===== src/rtl/jtcop_gfx_arb.sv =====
`default_nettype none
// jtcop_gfx_arb: shares one SDRAM read port among four graphics ROM requesters,
// with a one-entry cache per requester and round-robin fetching of misses.
module jtcop_gfx_arb #(
  parameter logic [21:0] OFFSET0 = 22'h000000,
  parameter logic [21:0] OFFSET1 = 22'h040000,
  parameter logic [21:0] OFFSET2 = 22'h080000,
  parameter logic [21:0] OFFSET3 = 22'h0C0000
) (
  input  logic         clk,
  input  logic         rst_n,
  input  logic         flush,
  input  logic [3:0]   rom_cs,
  input  logic [71:0]  rom_addr,
  output logic [127:0] rom_data,
  output logic [3:0]   rom_ok,
  output logic         sdram_req,
  output logic [21:0]  sdram_addr,
  input  logic         sdram_ack,
  input  logic         sdram_dst,
  input  logic [31:0]  sdram_data
);

  localparam logic [1:0] IDLE = 2'd0;
  localparam logic [1:0] REQ  = 2'd1;
  localparam logic [1:0] WAIT = 2'd2;

  logic [1:0]  state, owner, ptr;
  logic [17:0] lat_addr;
  logic        flush_pend;
  logic [17:0] tag  [4];
  logic [31:0] data [4];
  logic [3:0]  valid;

  logic [17:0] addr   [4];
  logic [21:0] offset [4];
  logic [3:0]  hit, pend;
  logic        busy, fill, gnt_found;
  logic [1:0]  gnt, idx;

  assign busy = (state != IDLE);
  // Data may land in the same cycle the request is accepted.
  assign fill = sdram_dst && ((state == WAIT) || (state == REQ && sdram_ack));

  always_comb begin
    offset[0] = OFFSET0;
    offset[1] = OFFSET1;
    offset[2] = OFFSET2;
    offset[3] = OFFSET3;
    for (int i = 0; i < 4; i++) begin
      addr[i]            = rom_addr[18*i +: 18];
      hit[i]             = valid[i] && (tag[i] == addr[i]);
      pend[i]            = rom_cs[i] && !hit[i] && !(busy && owner == i[1:0]);
      rom_ok[i]          = rom_cs[i] && hit[i];
      rom_data[32*i +: 32] = data[i];
    end
  end

  // Round-robin search starting just after the last served requester.
  always_comb begin
    gnt_found = 1'b0;
    gnt       = ptr;
    idx       = ptr;
    for (int k = 1; k <= 4; k++) begin
      idx = ptr + k[1:0];
      if (!gnt_found && pend[idx]) begin
        gnt_found = 1'b1;
        gnt       = idx;
      end
    end
  end

  always_ff @(posedge clk or negedge rst_n) begin
    if (!rst_n) begin
      state      <= IDLE;
      owner      <= 2'd0;
      ptr        <= 2'd3;
      lat_addr   <= 18'd0;
      flush_pend <= 1'b0;
      sdram_req  <= 1'b0;
      sdram_addr <= 22'd0;
      valid      <= 4'd0;
      for (int i = 0; i < 4; i++) begin
        tag[i]  <= 18'd0;
        data[i] <= 32'd0;
      end
    end else begin
      if (fill) begin
        data[owner] <= sdram_data;
        tag[owner]  <= lat_addr;
        ptr         <= owner;
      end

      if (flush)
        valid <= 4'd0;
      else if (fill && !flush_pend)
        valid[owner] <= 1'b1;

      if (fill)
        flush_pend <= 1'b0;
      else if (flush && busy)
        flush_pend <= 1'b1;

      case (state)
        IDLE: begin
          if (gnt_found) begin
            owner      <= gnt;
            lat_addr   <= addr[gnt];
            sdram_addr <= offset[gnt] + {4'd0, addr[gnt]};
            sdram_req  <= 1'b1;
            state      <= REQ;
          end
        end
        REQ: begin
          if (sdram_ack) begin
            sdram_req <= 1'b0;
            state     <= sdram_dst ? IDLE : WAIT;
          end
        end
        WAIT: begin
          if (sdram_dst)
            state <= IDLE;
        end
        default: state <= IDLE;
      endcase
    end
  end

endmodule
`default_nettype wire

===== config.mk =====
export PLATFORM = sky130hd
export DESIGN_NAME = jtcop_gfx_arb
export DESIGN_NICKNAME = d
export VERILOG_FILES = /design/src/rtl/jtcop_gfx_arb.sv
export SDC_FILE = /design/constraint.sdc
export NUM_CORES = 1
export LEC_CHECK = 0
export ABC_CLOCK_PERIOD_IN_PS = 2400
export CORE_UTILIZATION = 44
export CTS_CLUSTER_DIAMETER = 40
export CTS_CLUSTER_SIZE = 28
export DETAILED_ROUTE_END_ITERATION = 10
export PLACE_DENSITY_LB_ADDON = 0.05
export SLEW_MARGIN = 20
export SYNTH_ARGS = -nofsm -noshare
export SYNTH_HDL_FRONTEND = slang
export SYNTH_SLANG_ARGS = --single-unit
export TNS_END_PERCENT = 5

===== constraint.sdc =====
create_clock -name clk -period 2.4 [get_ports clk]
set_clock_uncertainty 0.2 [all_clocks]
set_input_delay 0.48 -clock clk [delete_from_list [all_inputs] [get_ports clk]]
set_output_delay 0.48 -clock clk [all_outputs]
set_load 0.01 [all_outputs]

---- Word level (Yosys, flattened, before mapping) ----
Index checks and enable logic that the tools add are counted.
operators by class
  $add $sub $neg .......................... 4
  multiply operators ...................... 0
  divide/modulo/power cells ............... 0
  $lt $le $gt $ge ......................... 9
  equality and inequality tests ........... 12
  shift-type cells ........................ 0
  multiplexer cells ....................... 42
  bitwise logic cells ..................... 3
  reduce and logical (&&, ||, !) cells .... 51
operator list
  cell                number
  $bwmux 128          1
  $bwmux 72           1
  $eq 18x18->1        4
  $demux 32 s2        1
  $mux 18             3
  $bmux 22 s2         1
  $mux 22             2
  $bmux 18 s2         1
  $demux 18 s2        1
  $mux 32             1
  $logic_and 1x1->1   29
  $add 22x18->22      1
  $mux 2              8
  $lt 2x3->1 const B  5
  $mux 1              13
  $logic_not 1->1     12
  $bmux 1 s2          4
  $mux 4              2
  $reduce_bool 2->1   4
  $eq 2x2->1 const B  3
  $ge 3x3->1 const B  2
  $ne 2x2->1 const B  3
  $not 2->3           2
  $pmux 2 s3          1
  other kinds (12)    16
storage, ports and cells
  register bits after elaboration ......... 252
  latch bits .............................. 0
  RAM bits ................................ 0
  memory bits (read-only) ................. 0
  input port bits ......................... 113
  output and inout port bits .............. 155
  logic and storage cells ................. 137
  memories ................................ 0

---- Longest topological paths before layout ----
Gate-level depths: netlist (run 1).
  depth after elaboration ................. 22
  mapped depth ............................ 11
  mapped depth without buffers ............ 8

---- Worst setup path after synthesis (run 1) ----
OpenSTA, ideal clock, no wires.
  path kind ............................... input to register
  start ................................... input rom_addr[19]
  end ..................................... register lat_addr[10]
  data arrival time ....................... 2484 ps
  required time ........................... 2106 ps
  slack ................................... -377 ps
  stages .................................. 10
  path through ............................ xnor2_1 -> nand4_1 -> or4_4 -> o21ai_1 -> o2bb2ai_1 -> a2111oi_2 -> nor2b_1 -> buf_6 -> buf_6 -> a221oi_2
on the way
  word-level cells in the longest chain between the ends .. 21
  elaborated cells between the ends (all ways) .. 32
  classes of those cells .................. eq/ne (1); mux (19); bitwise (1); reduce/logical (11)
RTL lines
  item                                        RTL line  text
  from (decl)                                 14        input logic [71:0] rom_addr,
  $eq 18x18->1 (*)                            52        hit[i] = valid[i] && (tag[i] == addr[i]);
  $logic_and 1x1->1 (*)                       52
  $logic_not 1->1 (*)                         53        pend[i] = rom_cs[i] && !hit[i] && !(busy && owner == i[1:0]);
  $logic_and 1x1->1 (*) (2 in a row)          53
  $bmux 1 s2                                  66        if (!gnt_found && pend[idx]) begin
  $mux 1 (implied by the code)                66
  $mux 1                                      66
  $logic_not 1->1                             66
  [... 3 more ...]                            -
  $logic_and 1x1->1                           66
  $mux 1                                      66
  $logic_not 1->1                             66
  $logic_and 1x1->1                           66
  $mux 2                                      66
  $not 2->3 (implied by the code)             108       lat_addr <= addr[gnt];
  $bmux 18 s2                                 108
  $mux 18 (implied by the code) (2 in a row)  108
  to (signal assigned)                        108
  to (decl)                                   29        logic [17:0] lat_addr;
Mark *: on every way between the ends. The rest lies on a longest branch, timed or not. The select of a mux whose other input is x is not followed.
A chain may end at the register's enable or synchronous reset.

---- Final worst setup path (run 1) ----
  start ................................... input rom_addr[20]
  end ..................................... register lat_addr[7]
Same word-level chain as after synthesis.

==> qor.csv, run 1 <==
stage,metric,value,unit
run_status,status,finished with violations,
run_status,failing checks,setup timing,
synth,"Cell Area, Synth",0.0101,mm2
routing,WL final,30400,um
floorplan,die area,0.0235,mm2
routing,DR vias/cell,5.33,
cts,clock-pin slew on the worst setup and hold paths,50,ps
timing,Rel. slew slack,58.6,%
final_layout,n_diodes,0,
floorplan,total core area,0.0226,mm2
floorplan,die span in y,153,um
power_and_ir_drop,Worst IR Drop VDD,832,uV
floorplan,row count,55,
final_layout,"commonest non-fill, non-tap cell in the layout",clkdlybuf4s50_1,
floorplan,# IOs,268,
timing,Tmin final,2980,ps
routing,drt first pass iters,5,
synth,register bit total from synthesis,230,
final_layout,"commonest non-fill, non-tap cells in the layout","clkdlybuf4s50_1, dfrtp_1, mux2_2",
synth,post-synthesis sequential area ratio,57.1,%
grt,global-route wire length before repair,47100,um
timing,final worst slack,-576,ps
cts,cts bufs inserted,37,
timing,RSZ-0062 raised after global routing,yes,
final_layout,fill count,1610,
routing,DRC violations left,0,
synth,cells after synthesis,716,
grt,total gr overflow,0,
timing,final setup violation count,26,
timing,FMAX,336,MHz
placed_design,# port buffers,265,
cts,clock tree buffer depth,3,
routing,Final ANT Viol Nets,0,
floorplan,Die X,153,um
synth,dominant synthesized flop cell,dfrtp_1,
grt,Total GRT Usage,26.3,%
critical_path,Worst Setup Path Type,input port to register,
synth,Yosys cell types,41,
routing,drt wl/cell,22.1,um
grt,initial antenna violation count,1,
final_layout,nets,1177,
synth,asr flop ratio synth,100,%
hold_path,Hold Crit Class,input port to register,
cts,TritonCTS clock tree,yes,
synth,Post-synth EDFFs,0,
critical_path,CP Max Fanout,6,
grt,vias in the first global route,8141,
cts,worst skew pair latency,510,ps
timing,fin. max-slew vios,0,
routing,Initial DRC Count,289,
floorplan,Initial Util,44.7,%
placed_design,"Cell Area, Placed",0.0136,mm2
cts,H-tree levels,2,
flow_run,Max Cap Violations,0,
critical_path,CP Data Arrival Time,3160,ps
power_and_ir_drop,pwr dens,1450,mW/mm2
synth,syn avg cell area,14.1,um2
placed_design,Post-DP HPWL,21300,um
timing,Least-Margin Pin Slew,619,ps
grt,largest net degree at the start of global routing,57,
cts,Root Buffer,clkbuf_16,
timing,final hold violation count,0,
critical_path,Worst Setup Start Kind,input port,
placed_design,Placer Congestion,0.906,
critical_path,required time of the critical path,2580,ps
routing,vias,7346,
power_and_ir_drop,LEAKAGE,0.00670,uW
synth,number of warnings issued by yosys,0,
timing,fin crit share,124,%
cts,# clock sinks,230,
power_and_ir_drop,Final Power,22500,uW
final_layout,Area Growth Syn to Fin,54.2,%
final_layout,layout cell share with drive strength beyond 1,38.3,%
final_layout,design area,0.0156,mm2
critical_path,CP Capture Type,register,
what timing repair did:
item                                   4_1_cts  5_1_grt
setup buffers                                6        0
setup endpoints to repair                   26       26
resized for setup                           74       28
cloned                                       2        0
hold buffers                                 1        0
pin swaps                                   21       20
endpoints found under the hold margin       45        0
cell type report:
| class | count | area (um2) | area share [%] |
|---|---|---|---|
| Multi-Input combinational cell | 445 | 4470 | 28.7 |
| Clock buffer | 44 | 1030 | 6.65 |
| Timing Repair Buffer | 345 | 3510 | 22.5 |
| Tap cell | 285 | 357 | 2.29 |
| Sequential cell | 230 | 5760 | 37.0 |
| Clock inverter | 24 | 412 | 2.65 |
| Inverter | 5 | 18.8 | 0.121 |
cells in the mapped netlist, types with 2 or more instances:
cell type  number  share of area (%)
xor2_1          9               0.78
a221oi_1        7               0.61
buf_6           6               0.67
nand4_1        19                1.2
mux2_2        200                 22
o21ai_0         4               0.20
dfstp_2         2               0.52
buf_4           3               0.22
clkbuf_1       18               0.67
buf_1           9               0.33
o21ai_1         4               0.20
a21oi_1         3               0.15
xnor2_1        63                5.5
nand2_1         7               0.26
nand3_1         3               0.15
nor2_1         41                1.5
and4_1          3               0.26
dfrtp_1       228                 57
mux2i_1        38                3.8
inv_1           4               0.15
nor3_1          9               0.45
a31oi_1         3               0.19
o31ai_1         2               0.15
and2_1          2               0.12
nor2b_1         3               0.19
a221oi_2       11                1.6
power breakdown:
group          switching [uW]  internal (uW)  leakage [uW]
registers                1420           5820       0.00275
clock network            1940           4180      0.000692
logic                    3690           5480       0.00326
total                    7060          15500       0.00670
cell families (layout without fill, tap and decap cells):
kind of cell | after synthesis | after routing | synth area share, %
muxes | 238 | 238 | 26.1
DFF | 230 | 230 | 57.1
and+or+nand+nor | 92 | 92 | 4.64
xor gates and xnor gates | 72 | 72 | 6.25
buffers and inverters | 42 | 418 | 2.16
AOI/OAI and AO/OA | 41 | 41 | 3.78
other | 1 | 2 | 0.0372
stage by stage:
| stage | setup slack [ps] | util (%) | hold WS (ps) | TNS, ps | cells |
|---|---|---|---|---|---|
| final | -576 | 68.9 | 215 | -12200 | 1378 |
| after global routing | -633 | 68.9 | 224 | -13690 | 1378 |
| after CTS | -583 | 68.4 | 296 | -13060 | 1378 |
| after detailed placement | -1200 | 60.4 | 232 | -54090 | 1301 |
| after global placement | -1080 | 60.4 | 223 | -51160 | 1301 |
| after floorplan | -304 | - | -15.6 | -5560 | 717 |
state kept, by name, indices dropped and copies added (netlist names):
signal / flops
owner: 1
tag: 72
sdram_req: 1
lat_addr: 17
ptr: 2
sdram_addr: 2
valid: 4
rom_data: 128
state: 2
flush_pend: 1
path summary, 6_finish.rpt:
| check | from | depth (start not counted) | to | slack, ps |
|---|---|---|---|---|
| max in group asynchronous | rst_n | 3 | rom_data[88] | 1050 |
| worst min register to register | rom_data[106] | 1 | rom_data[106] | 300 |
| min in group asynchronous | rst_n | 2 | tag[64] | 280 |
| worst max register to register | tag[37] | 11 | lat_addr[7] | -570 |
| worst min-delay path | rom_addr[34] | 3 | lat_addr[16] | 220 |
| worst max-delay path | rom_addr[20] | 11 | lat_addr[7] | -580 |
worst max-delay path: stages:
cell and delay (ps):
clkdlybuf4s50_1 560, xnor2_1 150, nand4_1 120, or4_4 540
o21a_4 250, a2bb2oi_2 140, mux2i_4 260, buf_6 180
buf_16 160, mux2i_4 240, a221oi_2 70
per-layer routing:
layer / global-route usage [%] / up-vias / wire length, um
met4: 11.0 / 2 / 1160
li1: - / 3279 / -
met3: 7.74 / 76 / 2370
met1: 31.1 / 3679 / 11700
met2: 44.8 / 310 / 15100
met5: 0 / - / 13
Power figures use the tool's default switching activity.
==> inputs of run 2 (changes only) <==
--- a/config.mk
+++ b/config.mk
@@ -6,11 +6,11 @@
 export NUM_CORES = 1
 export LEC_CHECK = 0
 export ABC_CLOCK_PERIOD_IN_PS = 2400
-export CORE_UTILIZATION = 44
+export CORE_UTILIZATION = 35
 export CTS_CLUSTER_DIAMETER = 40
 export CTS_CLUSTER_SIZE = 28
 export DETAILED_ROUTE_END_ITERATION = 10
-export PLACE_DENSITY_LB_ADDON = 0.05
+export PLACE_DENSITY_LB_ADDON = 0.15
 export SLEW_MARGIN = 20
 export SYNTH_ARGS = -nofsm -noshare
 export SYNTH_HDL_FRONTEND = slang
==> run 2 against run 1 <==
- the run still ends with setup timing left
- clock-buffer cell count increased by 7
- fmax decreased by 0.99%
- power fell by 2.0%
- register-to-register slack worse by 20 ps
- global-route usage is 5.5 points lower
- cell count grew 9.1%
- sequential cell count unchanged
- largest cell class unchanged
- largest power group unchanged
==> qor.csv, run 2 (same netlist as run 1, synthesis figures left out) <==
stage,metric,value,unit
run_status,status,finished with violations,
run_status,failing checks,setup timing,
final_layout,Area Growth Syn to Fin,56.3,%
grt,Total GRT Usage,20.9,%
floorplan,die area,0.0295,mm2
placed_design,Placer Congestion,0.837,
routing,drt wl/cell,20.1,um
placed_design,# port buffers,265,
critical_path,Worst Setup Path Type,register to output port,
power_and_ir_drop,Flop pwr share,32.4,%
floorplan,row count,61,
grt,vias in the first global route,7820,
cts,clock tree buffer depth,3,
floorplan,# IOs,268,
placed_design,Post-Place Cells,1423,
timing,Rel. slew slack,62.2,%
power_and_ir_drop,pwr dens,1400,mW/mm2
critical_path,CP Data Arrival Time,2330,ps
timing,TNS Setup,-12280,ps
power_and_ir_drop,sw power,6960,uW
timing,final worst slack,-606,ps
final_layout,max reg flops,128,
final_layout,Final Non-Filler Cells,1503,
critical_path,CP cell instances,xnor2_1 -> buf_4 -> nand4_1 -> or4_4 -> buf_6 -> nor3_4 -> buf_2,
final_layout,nets,1208,
final_layout,layout cell share with drive strength beyond 1,39.2,%
critical_path,CP bufs+invs,3,
critical_path,required time of the critical path,1720,ps
timing,final setup violation count,26,
timing,FMAX,333,MHz
flow_run,Max Cap Violations,0,
timing,fin crit share,125,%
routing,DRC violations left,0,
cts,worst skew pair latency,510,ps
power_and_ir_drop,Comb pwr share,41.5,%
final_layout,n_diodes,0,
timing,Least-Margin Pin Slew,564,ps
timing,fin. max-slew vios,0,
routing,DR vias/cell,4.86,
grt,initial antenna violation count,2,
floorplan,Initial Util,35.9,%
floorplan,total core area,0.0281,mm2
placed_design,Post-DP HPWL,21300,um
cts,H-tree levels,2,
floorplan,Die X,172,um
timing,RSZ-0062 raised after global routing,yes,
cts,cts bufs inserted,41,
grt,largest net degree at the start of global routing,65,
routing,Initial DRC Count,299,
routing,vias,7308,
cts,Root Buffer,clkbuf_16,
cts,TritonCTS clock tree,yes,
hold_path,Hold Crit Class,input port to register,
cts,# clock sinks,230,
critical_path,max incr delay on CP,580,ps
grt,global-route wire length before repair,46000,um
final_layout,fill count,2427,
final_layout,"commonest non-fill, non-tap cells in the layout","clkdlybuf4s50_1, dfrtp_1, mux2_2",
power_and_ir_drop,Int Pwr,15100,uW
power_and_ir_drop,sw frac,31.5,%
power_and_ir_drop,LEAKAGE,0.00672,uW
critical_path,Worst Setup Start Kind,register,
critical_path,"CP delay by family, top",simple AND/OR/NAND/NOR gates,
routing,Final ANT Viol Nets,0,
final_layout,"commonest non-fill, non-tap cell in the layout",clkdlybuf4s50_1,
critical_path,Crit-path slowest cell,or4_4,
cts,clock-pin slew on the worst setup and hold paths,50,ps
timing,final hold violation count,0,
routing,WL final,30200,um
critical_path,CP Max Fanout,3,
final_layout,Sequential Area,0.00576,mm2
routing,drt first pass iters,4,
grt,total gr overflow,0,
critical_path,CP Capture Type,output port,
floorplan,die span in y,172,um
power_and_ir_drop,power share of the clock group,26.1,%
power_and_ir_drop,Worst IR Drop VDD,836,uV
final_layout,footprint of the multi-input gates,0.00441,mm2
timing,Tmin final,3010,ps
-- run 2: routing by layer --
metal,track usage (%),up-vias,routed length (um),share of wire (%)
met4,6.89,4,781,2.6
met2,35.1,256,14600,48
met1,25.1,3659,12100,40
met5,0,-,27,0.089
li1,-,3330,-,-
met3,6.93,59,2680,8.9
-- run 2: area by class of cell --
type	instances	area share, %
Sequential cell	230	36.5
Timing Repair Buffer	372	23.7
Clock buffer	51	7.12
Tap cell	378	3.00
Inverter	5	0.119
Clock inverter	22	1.59
Multi-Input combinational cell	445	27.9
-- run 2: timing repair --
action | 4_1_cts | 5_1_grt
hold buffers | 1 | 0
pin swaps | 26 | 13
endpoints found under the setup margin | 27 | 27
gates cloned | 2 | 0
hold endpoints to repair | 32 | 0
setup buffers | 4 | 1
gates resized for setup | 51 | 32
-- run 2: final timing paths --
kind / startpoint / endpoint / slack, ps / depth (start not counted)
max: tag[50] / rom_ok[1] / -610 / 7
min: rom_addr[21] / lat_addr[3] / 230 / 3
max reg2reg: tag[50] / lat_addr[8] / -590 / 11
min reg2reg: rom_data[91] / rom_data[91] / 300 / 1
max in group asynchronous: rst_n / rom_data[68] / 1060 / 3
min in group asynchronous: rst_n / tag[23] / 250 / 2
-- run 2: through the flow --
step                      total power [uW]  setup WS (ps)  hold slack [ps]  area (um2)  utilization [%]
after CTS                            22200           -569              259       15600             55.7
after global routing                 23200           -695              256       15800             56.2
final                                22100           -606              230       15800             56.2
after global placement               15700          -1140              187       14000             50.0
after floorplan                      11100           -304            -15.6       10100                -
after detailed placement             15900          -1190              185       14000             50.0
-- run 2: power by group through the flow --
stage	registers, uW	logic (uW)	clock network (uW)
2_1_floorplan	7470	3670	0
3_5_place_dp	7140	8720	0
3_3_place_gp	7080	8660	0
6_report	7150	9170	5760
5_1_grt	7410	9770	6070
4_1_cts	7150	9150	5870
-- run 2: worst min-delay path: stages --
cell and delay, ps:
dlymetal6s2s_1 170, mux2i_1 170, a221oi_2 70
==> inputs of run 3 (changes only) <==
--- a/config.mk
+++ b/config.mk
@@ -10,7 +10,7 @@
 export CTS_CLUSTER_DIAMETER = 40
 export CTS_CLUSTER_SIZE = 28
 export DETAILED_ROUTE_END_ITERATION = 10
-export PLACE_DENSITY_LB_ADDON = 0.15
+export PLACE_DENSITY = 0.65
 export SLEW_MARGIN = 20
 export SYNTH_ARGS = -nofsm -noshare
 export SYNTH_HDL_FRONTEND = slang
==> constraint.sdc (replaced) <==
create_clock -name clk -period 2.4 [get_ports clk]
set_clock_uncertainty 0.2 [all_clocks]
set_input_delay 0.48 -clock clk [delete_from_list [all_inputs] [get_ports clk]]
set_output_delay 0.48 -clock clk [all_outputs]
set_load 0.005 [all_outputs]
==> run 3 against run 2 <==
- the flow still finishes with violations (setup timing)
- clock-buffer cell count decreased by 6
- sequential power about the same
- first-iteration DRC count increased by 7.4%
- worst setup slack got worse by 34 ps
- largest power group unchanged
==> qor.csv, run 3 (same netlist as run 1, synthesis figures left out) <==
stage,metric,value,unit
floorplan,row count,61,
routing,drt first pass iters,4,
hold_path,Hold Crit Class,input port to register,
grt,global-route wire length before repair,45600,um
floorplan,die span in y,172,um
critical_path,Setup crit end,sdram_addr[17],
timing,final setup violation count,26,
placed_design,"Cell Area, Placed",0.0141,mm2
grt,Total GRT Usage,20.7,%
critical_path,CP Max Fanout,7,
floorplan,# IOs,268,
placed_design,# port buffers,265,
cts,clock tree buffer depth,3,
routing,drt wl/cell,20.4,um
timing,fin. max-slew vios,0,
cts,H-tree levels,2,
timing,Tmin final,3040,ps
final_layout,"commonest non-fill, non-tap cell in the layout",clkdlybuf4s50_1,
timing,final hold violation count,0,
critical_path,R2R depth,11,
critical_path,R2R Path End,sdram_addr[17],
placed_design,Post-DP HPWL,21400,um
cts,TritonCTS clock tree,yes,
timing,fin crit share,127,%
cts,# clock sinks,230,
final_layout,design area,0.0158,mm2
critical_path,required time of the critical path,2610,ps
routing,DR vias/cell,4.88,
cts,cts bufs inserted,35,
routing,WL final,30600,um
run_status,failing checks,setup timing,
power_and_ir_drop,LEAKAGE,0.00681,uW
final_layout,Area Growth Syn to Fin,56.9,%
routing,Initial DRC Count,321,
timing,TNS Setup,-13870,ps
timing,Least-Margin Pin Slew,571,ps
final_layout,layout cell share with drive strength beyond 1,40.2,%
floorplan,Initial Util,35.9,%
timing,final worst slack,-640,ps
grt,vias in the first global route,7828,
floorplan,total core area,0.0281,mm2
power_and_ir_drop,pwr dens,1350,mW/mm2
final_layout,fill count,2331,
critical_path,CP Data Arrival Time,3250,ps
cts,worst skew pair latency,500,ps
critical_path,R2R Path Start,tag[42],
floorplan,Die X,172,um
critical_path,flop2flop setup slack,-610,ps
timing,Rel. slew slack,61.4,%
critical_path,worst setup path start,rom_addr[35],
placed_design,Placer Congestion,0.893,
floorplan,die area,0.0295,mm2
timing,FMAX,329,MHz
grt,total gr overflow,0,
critical_path,CP Capture Type,register,
cts,clock-pin slew on the worst setup and hold paths,50,ps
routing,DRC violations left,0,
run_status,status,finished with violations,
routing,Final ANT Viol Nets,0,
final_layout,max reg flops,128,
grt,initial antenna violation count,0,
final_layout,n_diodes,0,
critical_path,Worst Setup Start Kind,input port,
cts,Root Buffer,clkbuf_16,
final_layout,"commonest non-fill, non-tap cells in the layout","clkdlybuf4s50_1, dfrtp_1, mux2_2",
critical_path,Worst Setup Path Type,input port to register,
final_layout,nets,1210,
flow_run,Max Cap Violations,0,
timing,RSZ-0062 raised after global routing,yes,
power_and_ir_drop,Worst IR Drop VDD,800,uV
routing,vias,7325,
grt,largest net degree at the start of global routing,58,
==> run 3: cell types whose count changed in the layout (fill, tap and decap cells not counted), sizes merged <==
cell	before	now
clkdlybuf4s50	247	239
dlymetal6s2s	5	11
buf	110	113
dlygate4sd2	8	11
clkinv	9	7
clkinvlp	5	3
bufinv	4	5
clkbuf	51	50
clkdlybuf4s15	1	0
inv	9	8
==> run 3: how the worst min path moves through the flow <==
stage / start / endpoint / cells past startpoint
global placement: rst_n / tag[57] / 1
detailed placement: rst_n / tag[24] / 1
global route: rom_addr[24] / lat_addr[6] / 3
floorplan: rst_n / flush_pend / 0
finish: rom_addr[60] / lat_addr[6] / 3
CTS: rom_data[6] / rom_data[6] / 1
==> run 3: timing repair <==
item,CTS,global route
setup buffers,2,2
gates cloned,1,5
pin swaps,24,22
hold endpoints to repair,46,0
gates resized for setup,57,38
hold buffers,1,0
endpoints found under the setup margin,26,26
==> run 3: layer usage <==
metal  vias to the layer above  part of all wire, %  routed length, um  GRT usage [%]
li1                       3347                    -                  -              -
met1                      3645                   41              12500           25.8
met2                       278                   48              14600           34.2
met3                        55                  9.0               2750           6.07
met4                         0                  2.6                810           6.69
met5                         -                    0                  0              0
==> run 3: cell type report <==
type,count,area [um2],area share (%)
clock inverter,18,253,1.60
inverter,5,18.8,0.119
tap,378,473,2.99
timing repair buffer,380,3860,24.4
multi-input combinational,445,4510,28.5
clock buffer,45,965,6.09
sequential,230,5760,36.4
==> run 3: critical path: stages <==
cell	delay, ps
clkdlybuf4s50_1	530
xnor2_2	140
nand4_1	180
or4_4	550
buf_6	150
o21a_4	200
a2bb2oi_2	150
mux2i_4	170
buf_12	180
clkbuf_16	170
mux2i_2	70
a221oi_2	270
==> run 3: metrics by stage <==
| step | setup slack, ps | hold WS (ps) | power, uW | util (%) | instances |
|---|---|---|---|---|---|
| 2_1_floorplan | -304 | -15.6 | 10600 | - | 717 |
| 3_3_place_gp | -1130 | 259 | 15100 | 50.1 | 1428 |
| 3_5_place_dp | -1270 | 259 | 15300 | 50.1 | 1428 |
| 4_1_cts | -616 | 305 | 21000 | 55.3 | 1494 |
| 5_1_grt | -745 | 229 | 22500 | 56.4 | 1501 |
| 6_report | -640 | 216 | 21400 | 56.4 | 1501 |
==> run 3: report_power, final <==
part / internal (uW) / switching, uW
sequential: 5820 / 1350
clock: 3400 / 1840
combinational: 5700 / 3240
total: 14900 / 6430
